File: config.mk
export PLATFORM = sky130hd
export DESIGN_NAME = lgwin
export DESIGN_NICKNAME = d
export VERILOG_FILES = /design/src/rtl/lg_pkg.sv /design/src/rtl/lgwin_linebuf.sv /design/src/rtl/lgwin.sv
export SDC_FILE = /design/constraint.sdc
export NUM_CORES = 2
export LEC_CHECK = 0
export CELL_PAD_IN_SITES_DETAIL_PLACEMENT = 2
export CELL_PAD_IN_SITES_GLOBAL_PLACEMENT = 2
export CORE_ASPECT_RATIO = 1.4
export CORE_MARGIN = 5
export CORE_UTILIZATION = 35
export CTS_CLUSTER_SIZE = 12
export DETAILED_ROUTE_END_ITERATION = 12
export DONT_BUFFER_PORTS = 1
export PLACE_DENSITY = 0.69
export SLEW_MARGIN = 20
export SYNTH_ARGS = -nofsm -noshare
export SYNTH_HDL_FRONTEND = slang
export SYNTH_HIERARCHICAL = 1
export SYNTH_SLANG_ARGS = --single-unit
File: constraint.sdc
create_clock -name clk -period 16.7 [get_ports clk]
set_input_delay 1.67 -clock clk [delete_from_list [all_inputs] [get_ports clk]]
set_output_delay 1.67 -clock clk [all_outputs]
set_load 0.02 [all_outputs]
File: src/rtl/lg_pkg.sv
// Shared types and constants for the lattice-gas window generator.
package lg_pkg;

  typedef logic [7:0] cell_t;

  // Window slot indices, row-major; C4 is the centre cell.
  localparam int C0 = 0;
  localparam int C1 = 1;
  localparam int C2 = 2;
  localparam int C3 = 3;
  localparam int C4 = 4;
  localparam int C5 = 5;
  localparam int C6 = 6;
  localparam int C7 = 7;
  localparam int C8 = 8;
  localparam int NWIN = 9;

  typedef enum logic [1:0] {
    FILL  = 2'd0,
    RUN   = 2'd1,
    DRAIN = 2'd2
  } lgwin_state_t;

endpackage

File: src/rtl/lgwin_linebuf.sv
// Cell delay line with a shift enable; bridges the window rows in the chain.
// DEPTH = 0 degenerates to a wire, which is what a 3-wide frame needs.
module lgwin_linebuf
  import lg_pkg::*;
#(
  parameter int DEPTH = 1
) (
  input  logic  clk,
  input  logic  rst,
  input  logic  i_shift,
  input  cell_t i_cell,
  output cell_t o_cell
);

  if (DEPTH == 0) begin : g_wire
    assign o_cell = i_cell;
  end else begin : g_regs
    cell_t r_mem [DEPTH];

    // Shift one cell along the line on each enabled cycle.
    always_ff @(posedge clk or posedge rst) begin
      if (rst) begin
        for (int i = 0; i < DEPTH; i++) r_mem[i] <= '0;
      end else if (i_shift) begin
        r_mem[0] <= i_cell;
        for (int i = 1; i < DEPTH; i++) r_mem[i] <= r_mem[i-1];
      end
    end

    assign o_cell = r_mem[DEPTH-1];
  end

endmodule

File: src/rtl/lgwin.sv
// 3x3 neighbourhood window generator for the FHP propagation stage.
//
// state | meaning
// FILL  | priming the chain with the first W+1 cells; no windows produced
// RUN   | every accepted cell produces one window (centre = n-W-1)
// DRAIN | input closed; zeros pushed in to flush the last W+1 windows
//
// Chain order (newest first): c8 c7 c6 [lb_b] c5 c4 c3 [lb_a] c2 c1 c0.
// The window is computed from the post-shift chain values and masked at the
// frame edges as it is registered, so stale cells never reach the outputs.
module lgwin
  import lg_pkg::*;
#(
  parameter int W = 64,
  parameter int H = 64
) (
  input  logic       clk,
  input  logic       rst,
  input  logic [7:0] in_cell,
  input  logic       in_valid,
  output logic       in_ready,
  output logic [7:0] c0,
  output logic [7:0] c1,
  output logic [7:0] c2,
  output logic [7:0] c3,
  output logic [7:0] c4,
  output logic [7:0] c5,
  output logic [7:0] c6,
  output logic [7:0] c7,
  output logic [7:0] c8,
  output logic       x,
  output logic       out_last,
  output logic       out_valid,
  input  logic       out_ready
);

  localparam int NW = $clog2(W * H + 1);
  localparam int CW = $clog2(W);
  localparam int RW = $clog2(H);
  localparam int LB_DEPTH = W - 3;

  localparam logic [NW-1:0] N_FILL_END = NW'(W);
  localparam logic [NW-1:0] N_LAST_IN  = NW'(W * H - 1);
  localparam logic [CW-1:0] COL_LAST   = CW'(W - 1);
  localparam logic [RW-1:0] ROW_LAST   = RW'(H - 1);

  lgwin_state_t  r_state;
  logic [NW-1:0] r_n;
  logic [CW-1:0] r_ocol;
  logic [RW-1:0] r_orow;

  cell_t r_chain [NWIN];
  cell_t r_win   [NWIN];
  logic  r_x;
  logic  r_last;
  logic  r_out_valid;

  cell_t w_nxt [NWIN];
  cell_t w_win [NWIN];
  cell_t w_shift_in;
  cell_t w_lba_out;
  cell_t w_lbb_out;
  logic  w_out_free;
  logic  w_in_xfer;
  logic  w_shift;
  logic  w_load;
  logic  w_top;
  logic  w_bot;
  logic  w_left;
  logic  w_right;
  logic  w_last_pos;

  assign w_out_free = !r_out_valid || out_ready;
  assign w_in_xfer  = in_valid && in_ready;

  // Input handshake and chain/window advance per state.
  always_comb begin
    in_ready   = 1'b0;
    w_shift    = 1'b0;
    w_load     = 1'b0;
    w_shift_in = in_cell;
    case (r_state)
      FILL: begin
        in_ready = 1'b1;
        w_shift  = w_in_xfer;
      end
      RUN: begin
        in_ready = w_out_free;
        w_shift  = w_in_xfer;
        w_load   = w_in_xfer;
      end
      DRAIN: begin
        w_shift_in = '0;
        w_shift    = w_out_free;
        w_load     = w_out_free;
      end
      default: begin
        in_ready = 1'b0;
      end
    endcase
  end

  lgwin_linebuf #(.DEPTH(LB_DEPTH)) u_lb_b (
    .clk     (clk),
    .rst     (rst),
    .i_shift (w_shift),
    .i_cell  (r_chain[C6]),
    .o_cell  (w_lbb_out)
  );

  lgwin_linebuf #(.DEPTH(LB_DEPTH)) u_lb_a (
    .clk     (clk),
    .rst     (rst),
    .i_shift (w_shift),
    .i_cell  (r_chain[C3]),
    .o_cell  (w_lba_out)
  );

  // Chain contents after the pending shift.
  always_comb begin
    w_nxt[C8] = w_shift_in;
    w_nxt[C7] = r_chain[C8];
    w_nxt[C6] = r_chain[C7];
    w_nxt[C5] = w_lbb_out;
    w_nxt[C4] = r_chain[C5];
    w_nxt[C3] = r_chain[C4];
    w_nxt[C2] = w_lba_out;
    w_nxt[C1] = r_chain[C2];
    w_nxt[C0] = r_chain[C1];
  end

  assign w_top      = (r_orow == '0);
  assign w_bot      = (r_orow == ROW_LAST);
  assign w_left     = (r_ocol == '0);
  assign w_right    = (r_ocol == COL_LAST);
  assign w_last_pos = w_bot && w_right;

  // Zero the neighbours that fall outside the frame.
  always_comb begin
    for (int i = 0; i < NWIN; i++) w_win[i] = w_nxt[i];
    if (w_top) begin
      w_win[C0] = '0;
      w_win[C1] = '0;
      w_win[C2] = '0;
    end
    if (w_bot) begin
      w_win[C6] = '0;
      w_win[C7] = '0;
      w_win[C8] = '0;
    end
    if (w_left) begin
      w_win[C0] = '0;
      w_win[C3] = '0;
      w_win[C6] = '0;
    end
    if (w_right) begin
      w_win[C2] = '0;
      w_win[C5] = '0;
      w_win[C8] = '0;
    end
  end

  // Delay chain window registers.
  always_ff @(posedge clk or posedge rst) begin
    if (rst) begin
      for (int i = 0; i < NWIN; i++) r_chain[i] <= '0;
    end else if (w_shift) begin
      for (int i = 0; i < NWIN; i++) r_chain[i] <= w_nxt[i];
    end
  end

  // Sequencing FSM and input counter.
  always_ff @(posedge clk or posedge rst) begin
    if (rst) begin
      r_state <= FILL;
      r_n     <= '0;
    end else begin
      case (r_state)
        FILL: begin
          if (w_in_xfer) begin
            r_n <= r_n + 1'b1;
            if (r_n == N_FILL_END) r_state <= RUN;
          end
        end
        RUN: begin
          if (w_in_xfer) begin
            r_n <= r_n + 1'b1;
            if (r_n == N_LAST_IN) r_state <= DRAIN;
          end
        end
        DRAIN: begin
          if (w_out_free && w_last_pos) begin
            r_state <= FILL;
            r_n     <= '0;
          end
        end
        default: begin
          r_state <= FILL;
          r_n     <= '0;
        end
      endcase
    end
  end

  // Centre position of the next window, raster order, wrapping per frame.
  always_ff @(posedge clk or posedge rst) begin
    if (rst) begin
      r_orow <= '0;
      r_ocol <= '0;
    end else if (w_load) begin
      if (w_right) begin
        r_ocol <= '0;
        r_orow <= w_bot ? '0 : r_orow + 1'b1;
      end else begin
        r_ocol <= r_ocol + 1'b1;
      end
    end
  end

  // Output register: load a new window or retire the held one.
  always_ff @(posedge clk or posedge rst) begin
    if (rst) begin
      for (int i = 0; i < NWIN; i++) r_win[i] <= '0;
      r_x         <= 1'b0;
      r_last      <= 1'b0;
      r_out_valid <= 1'b0;
    end else if (w_load) begin
      for (int i = 0; i < NWIN; i++) r_win[i] <= w_win[i];
      r_x         <= r_orow[0];
      r_last      <= w_last_pos;
      r_out_valid <= 1'b1;
    end else if (r_out_valid && out_ready) begin
      r_out_valid <= 1'b0;
    end
  end

  assign c0        = r_win[C0];
  assign c1        = r_win[C1];
  assign c2        = r_win[C2];
  assign c3        = r_win[C3];
  assign c4        = r_win[C4];
  assign c5        = r_win[C5];
  assign c6        = r_win[C6];
  assign c7        = r_win[C7];
  assign c8        = r_win[C8];
  assign x         = r_x;
  assign out_last  = r_last;
  assign out_valid = r_out_valid;

endmodule

**Word level (Yosys, flattened, before mapping)**

Index checks and enable logic that the tools add are counted.
W data, S select, Z words.

- Register bits: 1142
- Input bits: 12
- Output and inout port bits: 76
- Logic and storage cells: 200

- $add $sub $neg: 3
- Eq/ne operators: 12
- Multiplexer cells: 25
- Reduce and logical (&&, ||, !) cells: 14

Operators with widths:

| cell | count |
|---|---|
| $mux W8 | 7 |
| $mux W24 | 2 |
| $mux W13 | 2 |
| $pmux W13 S2 | 1 |
| $add A13 B1 Y13 const B | 1 |
| $eq A13 B12 Y1 const B | 1 |
| $eq A13 B7 Y1 const B | 1 |
| $add A6 B1 Y6 const B | 2 |
| $eq A6 B6 Y1 const B | 2 |
| $logic_not A6 Y1 | 2 |
| $mux W6 | 2 |
| $mux W2 | 5 |
| $ne A2 B2 Y1 const B | 5 |
| $pmux W1 S2 | 3 |
| $pmux W2 S3 | 1 |
| $reduce_and A5 Y1 | 1 |
| $logic_and A1 B1 Y1 | 4 |
| $reduce_and A2 Y1 | 2 |
| $eq A2 B1 Y1 const B | 1 |
| $eq A2 B2 Y1 const B | 1 |
| $logic_not A2 Y1 | 1 |
| $mux W1 | 2 |
| $ne A2 B1 Y1 const B | 1 |
| $reduce_bool A2 Y1 | 1 |
| 3 further kinds | 3 |

**Logic depth before layout (Yosys ltp)**

- Word-level depth: 6
- Gate-level depth with buffers: 11
- Depth with buffers taken out: 7

**Hierarchy**

Netlist, hierarchy kept.

By module, submodules not included:

| module | times used | cells an instance | area each (sq um) | seq. area each (sq um) |
|---|---|---|---|---|
| lgwin_linebuf | 2 | 1039 | 18318.8 | 12211.7 |
| lgwin | 1 | 651 | 7075.5 | 4154.0 |

**Worst setup path before layout**

Ideal clock, no wire load.

- Kind: input-to-output
- From: input port out_ready
- To: output port in_ready
- Data arrival time: 2132 ps
- Required time: 15030 ps
- Setup slack: 12898 ps
- Cell stages on the path: 2
- Buffers on the path: 0
- Cells stage by stage: nand2b_1 > a21o_1

- Cells in the longest elaborated chain, start to end: 2

Ends and longest elaborated chain:

| item | RTL line | RTL |
|---|---|---|
| from (decl) | lgwin.sv:34 | `input logic out_ready` |
| $logic_or A1 B1 Y1 | lgwin.sv:73 | `assign w_out_free = !r_out_valid \|\| out_ready;` |
| $pmux W1 S2 | lgwin.sv:82 | `case (r_state)` |
| to (decl) | lgwin.sv:21 | `output logic in_ready,` |

No other way between the ends.

**Worst setup path in the final report**

- From: input port out_ready
- To: register u_lb_a/g_regs.r_mem[348] (netlist name)

- Cells in the longest elaborated chain, start to end: 4

Ends and longest elaborated chain:

| item | RTL line | RTL |
|---|---|---|
| $logic_or A1 B1 Y1 | lgwin.sv:73 |  |
| $pmux W1 S2 | lgwin.sv:82 |  |
| net in_ready | lgwin.sv:21 |  |
| $logic_and A1 B1 Y1 | lgwin.sv:74 | `assign w_in_xfer = in_valid && in_ready;` |
| $pmux W1 S2 | lgwin.sv:82 |  |
| to (decl) | lgwin_linebuf.sv:18 | `cell_t r_mem [DEPTH];` |

The timed path passes the listed nets, and every way through them passes these cells.
A chain may end at the register's enable or synchronous reset.

==> results.json <==
{
  "synth-main-ff-cell": "dfrtp_1",
  "grt_pass1_wl_um": 132500,
  "synthMuxAreaShare_pct": 26.68,
  "post_synth.cell_area_avg_um2": 16.02,
  "syn_area_um2": 43710,
  "fin_worst_skew_ns": 0.02227,
  "multiInputGateArea_um2": 13670,
  "critical_path_class": "in2reg",
  "whs_ns": 0.4877,
  "fill_cells": 11946,
  "drc": 0,
  "antenna_left": 0,
  "grt_usage_pct": 11.91,
  "placed_area_um2": 44580,
  "slew_headroom_pct": 29.20,
  "final_cell_mix": "dfrtp_1 (1142), mux2_2 (976), nand2_1 (158)",
  "diodes": 0,
  "synth_compound_area_share_pct": 1.111,
  "globalplace.congestion": 0.7087,
  "fin_crit_sh_pct": 36.54,
  "cts_sinks": 1142,
  "synth_fp_nets": 2751,
  "synth_edf_count": 0,
  "outcome": "complete, no violations",
  "place_ws_ns": 9.925,
  "dieHeight_um": 428.2,
  "clock.fmax_mhz": 163.9,
  "postCtsSetupBuffers": 0,
  "cts_root_buf": "clkbuf_16",
  "synth-xor-area-share_pct": 0.08014,
  "dieArea_um2": 132200,
  "ctsResizeCount": 0,
  "setup_violations": 0,
  "clk_path_buf_depth": 3,
  "finalSetupTns_ns": 0,
  "leakagePower_uw": 0.02467,
  "avgViaCountPerCell": 4.811,
  "cts_tree": "done",
  "postCtsHoldBufs": 0,
  "synth_area_leaders": "dfrtp_1 (65%), mux2_2 (25%), buf_6 (2.4%), mux2_1 (1.5%), nand2_1 (1.4%)",
  "routed_wl_um": 78180,
  "yosysSeqAreaShare_pct": 65.37,
  "regArea_um2": 28580,
  "nNetsFinal": 2720,
  "finalCriticalPeriod_ns": 6.102,
  "setup_ws_ns": 10.60,
  "numCtsBuffers": 112,
  "power_density_nw_per_um2": 113.8,
  "synth_fa_ha_area_share_pct": 0.2862,
  "drv_cap": 0,
  "synthSimpleGateAreaFrac_pct": 3.048,
  "grt_max_degree": 183,
  "synth_warnings": 6,
  "final_hold_viol_count": 0,
  "worstPathArrival_ns": 6.66,
  "peakVddDrop_mv": 0.08315,
  "postLayoutCellArea_um2": 48000,
  "port_buffers": 0,
  "htree_levels": 3,
  "synth.distinct_cells": 50,
  "drt_first_pass_iters": 5,
  "worstSkewPairLatency_ns": 0.70,
  "slew_violations": 0,
  "drive_above_1_share_pct": 41.83,
  "io_pins": 88,
  "wl_per_cell_um": 17.85,
  "synth_top_family_by_area": "multiplexers",
  "async_reset_ff_share_pct": 100.0,
  "hold_class": "reg2reg",
  "core.rowCount": 153,
  "grt_pass1_vias": 24789,
  "grt-ovfl-total": 0,
  "syn_inst": 2729,
  "synth_top_area_share_pct": 65.37,
  "die_w_um": 308.7,
  "area_growth_pct": 9.798,
  "start_kind": "input pin",
  "synth_top_cell_by_area": "dfrtp_1",
  "dp_hpwl_um": 46090,
  "clk_pin_slew_ns": 0.06,
  "tightestPinTransition_ns": 1.060,
  "worstPathRequired_ns": 17.26,
  "cp-end-kind": "register",
  "coreArea_um2": 124200,
  "final_common_cell": "dfrtp_1",
  "critPathMaxFanout": 179,
  "synth-seq-cells": 1142,
  "initial_core_util_pct": 35.18,
  "via_count": 21076,
  "grt_setup_unrepaired": "no",
  "antenna_found_initial": 0,
  "first_iter_violations": 950
}
==> worst max-delay path, cell delays in order <==
cell and delay (ns):
nand2b_1 0.21, a21o_1 0.31, a22oi_2 0.27, nor2_4 0.91
buf_4 0.93, buf_12 0.69, buf_4 0.90, mux2_2 0.44
==> cell usage after synthesis (2+ instances only) <==
cell      instances
and2_1            5
nor4b_1           4
dfrtp_1        1142
ha_1             10
o21ai_1          17
o41ai_1          18
o21ai_0           5
o31ai_1          10
a21o_1            2
mux2_1           57
inv_1            22
buf_6            92
mux2i_1           3
o21bai_1          2
and3_1            2
nand4_1           5
nor4_1            3
or3_1             2
nand2_1         158
nor3_1            2
nor2_1            5
buf_1             7
buf_2            25
xnor2_1           4
o21a_1            2
clkbuf_1         22
a21oi_1          10
nand3_1          68
nand3b_1          2
buf_4            19
or4b_1            3
mux2_2          976
or4_1             8
==> flip-flops by register name, indices dropped and copies added (netlist names), 8 cells and up <==
name	cells
c0	8
c1	8
c2	8
c3	8
c4	8
c5	8
c6	8
c7	8
c8	8
r_chain	64
r_n	13
u_lb_a/g_regs.r_mem	480
u_lb_a/o_cell	8
u_lb_b/g_regs.r_mem	480
u_lb_b/o_cell	8
==> final cells by class <==
class                   count  area share (%)
clock buffers             155           6.494
multi-input cells        1400           28.48
clock inverters            15          0.4901
flip-flops and latches   1142           59.54
well taps                1627           4.241
inverters                  22          0.2346
repair buffers             20          0.5162
==> final timing paths <==
path / startpoint / to / slack (ns) / cells past startpoint
hold / removal: r_chain[43] / r_chain[43] / 0.49 / 1
hold reg to reg: r_chain[43] / r_chain[43] / 0.49 / 1
setup reg to reg: r_state[0] / u_lb_a/g_regs.r_mem[348] / 10.73 / 8
setup / recovery: out_ready / u_lb_a/g_regs.r_mem[348] / 10.60 / 8
min in group asynchronous: rst / u_lb_a/g_regs.r_mem[351] / 0.91 / 1
max in group asynchronous: rst / u_lb_b/g_regs.r_mem[337] / 13.59 / 3
==> per-stage QoR <==
step	std cells	utilization, %	power [µW]
floorplan	2729	-	3136
global placement	4210	35.88	3143
detailed placement	4210	35.88	3156
CTS	4380	38.58	5578
global route	4381	38.63	5713
finish	4381	38.63	5461
==> metal layers <==
metal / up-vias / track usage, % / share of wire (%)
li1: 9475 / - / -
met1: 11266 / 14.57 / 42
met2: 220 / 21.12 / 52
met3: 115 / 2.515 / 3.8
met4: 0 / 3.594 / 2.2
met5: - / 0 / 0
==> cells by family (layout without fill, tap and decap cells) <==
kind of cell | after synthesis | count (layout)
DFF | 1142 | 1142
buffers and inverters | 187 | 212
adders and majority gates | 10 | 10
xor gates and xnor gates | 4 | 4
AOI/OAI and AO/OA | 71 | 71
muxes | 1036 | 1036
and+or+nand+nor | 279 | 279
==> where the power goes <==
group	internal [µW]	leakage, µW	switching (µW)	total (µW)
registers	2780	0.0159	11.5	2790
clock network	1350	0.00164	1020	2360
logic	105	0.00709	205	311
No activity file was read; power rests on OpenSTA's default activity.
